$ cat src/rtl/fetch_sequencer.sv
// Fetch sequencer: steps one instruction at a time through fetch, ROM capture, decode
// handshake and PC update for the non-pipelined core.
module fetch_sequencer #(
    parameter int CNT_W = 16
) (
    input  logic             clk,
    input  logic             reset,
    input  logic             run,
    input  logic [31:0]      instr_in,
    input  logic             instr_ready,
    input  logic             br_req,
    input  logic [31:0]      br_immed,
    output logic             pc_lden,
    output logic             pc_sel,
    output logic [31:0]      pc_immed,
    output logic [31:0]      instr_out,
    output logic             instr_valid,
    output logic             busy,
    output logic [CNT_W-1:0] fetch_count
);

    typedef enum logic [2:0] {
        S_IDLE,
        S_FETCH,
        S_CAPTURE,
        S_HOLD,
        S_UPDATE
    } state_t;

    state_t state, state_nxt;

    logic accept;
    logic pc_sel_q;

    function automatic logic [CNT_W-1:0] sat_inc(input logic [CNT_W-1:0] value);
        return (&value) ? value : value + 1'b1;
    endfunction

    // Handshake only completes while an instruction is actually being presented
    assign accept = (state == S_HOLD) && instr_valid && instr_ready;

    always_comb begin
        state_nxt = state;
        pc_lden   = 1'b0;
        busy      = (state != S_IDLE);
        case (state)
            S_IDLE:    if (run) state_nxt = S_FETCH;
            S_FETCH:   state_nxt = S_CAPTURE;
            S_CAPTURE: state_nxt = S_HOLD;
            S_HOLD:    if (accept) state_nxt = S_UPDATE;
            S_UPDATE: begin
                pc_lden   = 1'b1;
                state_nxt = run ? S_FETCH : S_IDLE;
            end
            default:   state_nxt = S_IDLE;
        endcase
    end

    always_ff @(posedge clk) begin
        if (reset) begin
            state       <= S_IDLE;
            pc_sel_q    <= 1'b0;
            pc_immed    <= 32'd0;
            instr_out   <= 32'd0;
            instr_valid <= 1'b0;
            fetch_count <= '0;
        end else begin
            state <= state_nxt;
            if (state == S_CAPTURE) begin
                instr_out   <= instr_in;
                instr_valid <= 1'b1;
            end
            // Branch choice is frozen at accept and stays put until the PC has loaded
            if (accept) begin
                instr_valid <= 1'b0;
                fetch_count <= sat_inc(fetch_count);
                pc_sel_q    <= br_req;
                pc_immed    <= br_req ? br_immed : 32'd0;
            end
            if (state == S_UPDATE) begin
                pc_sel_q <= 1'b0;
            end
        end
    end

    assign pc_sel = pc_sel_q;

endmodule

$ cat config.mk
export PLATFORM = sky130hd
export DESIGN_NAME = fetch_sequencer
export DESIGN_NICKNAME = d
export VERILOG_FILES = /design/src/rtl/fetch_sequencer.sv
export SDC_FILE = /design/constraint.sdc
export NUM_CORES = 1
export LEC_CHECK = 0
export ABC_AREA = 1
export BUFFER_PORTS_ARGS = -buffer_cell sky130_fd_sc_hd__clkbuf_2
export CELL_PAD_IN_SITES_DETAIL_PLACEMENT = 2
export CELL_PAD_IN_SITES_GLOBAL_PLACEMENT = 2
export CORE_MARGIN = 2
export CORE_UTILIZATION = 22
export CTS_CLUSTER_SIZE = 30
export DETAILED_ROUTE_END_ITERATION = 12
export GPL_ROUTABILITY_DRIVEN = 0
export PLACE_DENSITY = 0.87
export SYNTH_ARGS = -nofsm -noshare
export SYNTH_HDL_FRONTEND = slang
export SYNTH_SLANG_ARGS = --single-unit
$ cat constraint.sdc
create_clock -name clk -period 1.3 [get_ports clk]
set_input_delay 0.13 -clock clk [delete_from_list [all_inputs] [get_ports clk]]
set_output_delay 0.13 -clock clk [all_outputs]
set_load 0.1 [all_outputs]
# Word-level counts from Yosys, hierarchy flattened
# Index checks and enable logic that the tools add are counted.
# op_classes
addsub	1
n_reduce_logical	9
eq_ne	6
bitwise	1
mux	6
# ops
cell	count
32-bit two-way mux	1
16-bit by 1-bit adder with 16-bit output, second input constant	1
16-bit AND reduction	1
3-bit case mux with 5 select lines	1
3-bit by 2-bit equality test with 1-bit output, second input constant	2
3-bit two-way mux	2
2-bit != test, second input constant	2
2-bit AND reduction	2
2-bit OR reduction	2
3-bit by 1-bit equality test with 1-bit output, second input constant	1
3-bit equality test, second input constant	1
3-bit logical NOT	1
3-bit nonzero test	1
1-bit logical AND	2
1-bit two-way mux	2
1-bit inverter	1
# word_totals
inputBits	69
register_bits	85
wordCells	29

# Depth between registers and ports, before layout
# logic_depth
word_depth	5
mapped_depth	8

# Worst setup path after synthesis
# Ideal clock, no wire load.
# synth_path
kind	register to register
start	reg fetch_count[0]
end	reg fetch_count[10]
stages_incl_launch_ff	8
slack_ns	-0.836
synth_period_minus_slack_ns	2.136
t_arrival_ns	2.017
t_required_ns	1.181
cell_sequence	dfxtp_1 ha_1 inv_1 nor2_4 nand4_4 buf_6 a21oi_1 nor2_1
# synth_via
elab_chain_cells	3
word_cells_on_any_way	4
cone_classes	1 x add/sub; 1 x bitwise; 2 x reduce/logical
# synth_lines
item	line_no	text
start: declaration	19	output logic [CNT_W-1:0] fetch_count
start signal: assignment	76	fetch_count <= sat_inc(fetch_count);
parallel branches: the longest is 3 deep, another holds 16-bit by 1-bit adder with 16-bit output	--	
# Several ways; the timed one is not identified.
# A chain may end at the register's enable or synchronous reset.

# Worst setup path after layout
# layout_path
start	reg state[1]
end	reg fetch_count[5]
# layout_via
elab_chain_cells	4
# layout_lines
item	line_no	text
start: declaration	30	state_t state, state_nxt;
start signal: assignment	68	state <= state_nxt;
3-bit by 2-bit equality test with 1-bit output	40	assign accept = (state == S_HOLD) && instr_valid && instr_ready;
1-bit logical AND (2 in series)	40	
2-bit AND reduction (no line)	--	
# Every way passes these cells.

==> flow_metrics.py <==
metrics = {
    "status": {
        "status": "finished with violations",
        "violations": "negative setup slack",
    },
    "critical_path": {
        "worstPathRequired_ns": 1.53,
        "cpLargestDelayFamily": "simple AND/OR/NAND/NOR gates",
        "crit_buf_inv": 3,
        "startpoint_type": "register",
        "critPathArrivalTime_ns": 1.74,
        "critPathKind": "reg2reg",
        "end_kind": "register",
        "path_max_fanout": 5,
        "cp_slowest_cell": "dfxtp_2",
        "slowest_delay_ns": 0.35,
        "path_cells": "buf_6 -> nand3_1 -> nor2_4 -> buf_4 -> nand2_4 -> inv_1 -> nand3_2 -> nand2_1 -> nor2_1",
    },
    "synthesis": {
        "yosys-top-cells-count": "nor2_1, nand2_1, dfxtp_1, o21ai_0, o21ai_1",
        "synthesis.area_mm2": 0.003337,
        "ys.flop_type": "dfxtp_1",
        "syn_inst": 451,
        "yosysSeqAreaShare_pct": 50.99,
        "synth_top_area_cell": "dfxtp_1",
        "synth.most_common_cell": "nor2_1",
        "syn_nets": 521,
        "synth_area_leaders": "dfxtp_1, nor2_1, nand2_1, o21ai_0, o21ai_1",
        "synth_edf_count": 0,
        "yosys_warnings": 0,
        "avgSynthCellArea_um2": 7.399,
        "ys_async_sr_fraction_pct": 0,
        "ys_ff_latch": 85,
        "ys_types": 22,
        "yosys.area.top_type_share_pct": 50.99,
    },
    "detailed_routing": {
        "viasPerCell": 4.551,
        "drtIter0Drc": 53,
        "routed-via-count": 3773,
        "antenna_left": 0,
        "dr.pass1.iters": 4,
        "drc_errors": 0,
        "drt_wl_total_mm": 14.61,
        "post_drt_wl_per_cell_um": 17.62,
    },
    "floorplan": {
        "initial_core_util_pct": 22.20,
        "dieWidth_um": 127.2,
        "core-area_mm2": 0.01503,
        "num_io_pins": 153,
        "num_rows": 45,
        "die_area_mm2": 0.01617,
        "die_h_um": 127.2,
    },
    "global_routing": {
        "antenna_found_initial": 1,
        "grt_pass1_vias": 4231,
        "grt_pass1_wl_mm": 21.95,
        "overflow": 0,
        "track_usage_pct": 17.22,
        "grt_start_max_net_pins": 53,
    },
    "timing": {
        "setup_violations": 52,
        "maxSlewHeadroom_pct": 80.19,
        "tightest_slew_ns": 0.2997,
        "rsz0062_at_grt": "yes",
        "worst_clock_skew_ns": 0.009061,
        "drv_slew": 0,
        "max_freq_mhz": 663.5,
        "min_period_ns": 1.507,
        "hold_violations": 0,
        "setup_ws_ns": -0.2072,
        "period_share_pct": 115.9,
    },
    "cts": {
        "cts_sinks": 85,
        "clockBufferDepth": 2,
        "root_buffer": "clkbuf_16",
        "cts-buffers-inserted": 9,
        "htreeDepth": 3,
        "cts_hold_buf": 0,
        "clkLatencyLatePin_ns": 0.34,
        "cts_tree": "yes",
        "path_clk_slew_ns": 0.07,
    },
    "finish": {
        "syn_to_final_growth_pct": 72.55,
        "fin_nets": 707,
        "n_antenna_cell": 0,
        "final_util_pct": 38.30,
        "drive_above_1_share_pct": 49.77,
    },
    "run": {
        "max_cap_violations": 0,
    },
    "power": {
        "total_power_w": 0.007356,
        "ir_worst_vdd_uv": 747.1,
        "powerDensity_mw_per_mm2": 1278,
        "leakage_nw": 2.492,
    },
    "place": {
        "dp_hpwl_mm": 9.595,
        "io_buffers": 152,
        "post-place-ws_ns": -0.08837,
    },
    "min_path": {
        "min_path_type": "in2reg",
    },
}
-- tightest hold or removal path: cells and delay by family --
kind            cells  cell delay [ns]
simple gates        1             0.06
compound gates      1             0.05
buf+inv             1             0.08
-- worst paths after layout --
check        slack, ns              to  cells after the start         start
max              -0.21  fetch_count[5]                      9      state[1]
min               0.03    pc_immed[31]                      3  br_immed[31]
max reg2reg      -0.21  fetch_count[5]                      9      state[1]
min reg2reg       0.46    pc_immed[30]                      2  pc_immed[30]
-- repair_timing --
action,CTS,global route
pin swaps,13,16
buffers inserted,11,10
endpoints found under the setup margin,51,85
gates resized for setup,66,38
cloned,4,2
-- layout by cell type, fill, tap and decap left out, drive strengths merged --
cell    count
bufbuf      1
buf       126
nand4       2
dfxtp      85
nand2     106
clkinv      2
o21ai      64
o21a        1
inv        14
ha          1
a21oi      17
nor2      115
a211oi      2
clkbuf     83
nand3      22
-- metrics by stage --
| step | std cells | setup TNS (ns) | instance area [um^2] | hold WS (ns) |
|---|---|---|---|---|
| after global placement | 787 | 0 | 4802 | 0.3589 |
| after floorplan | 451 | -2.016 | 3453 | 0.1991 |
| after detailed placement | 787 | -1.126 | 4802 | 0.3740 |
| after CTS | 817 | -2.016 | 5499 | 0.008432 |
| final | 829 | -6.430 | 5758 | 0.02518 |
| after global routing | 829 | -12.14 | 5758 | 0.02534 |
-- where the power goes --
group / switching, W / total (W) / leakage [nW] / internal, W
clock network: 0.00104 / 0.00243 / 0.135 / 0.00139
registers: 0.0000928 / 0.00282 / 0.706 / 0.00273
logic: 0.00158 / 0.00211 / 1.65 / 0.000529
-- logic make-up after synthesis --
kind of cell,Yosys count,synth area share (%)
compound gates,84,12.82
fa+ha+maj,1,0.3749
buf+inv,36,5.099
flops,85,50.99
simple gates,245,30.71
-- registers in the layout (all words and copies together), names as in the netlist --
register / cells
instr_out: 32
pc_immed: 32
fetch_count: 16
state: 3
instr_valid: 1
pc_sel: 1
-- per-layer routing --
metal  up-vias  global-route usage, %  wire length, um
li1       1817                      -                -
met2        94                  33.08             8037
met1      1832                  18.23             5550
met4         2                  6.658              396
met5         -                      0               13
met3        28                  3.769              609
-- cell type report --
class / count / area, um^2
fillers: 1712 / 9275
clock buffers: 13 / 260.3
multi-input cells: 330 / 1861
clock inverters: 2 / 10.01
repair buffers: 197 / 1564
inverters: 14 / 55.05
well taps: 188 / 235.2
flip-flops and latches: 85 / 1773
Power figures use the tool's default switching activity.
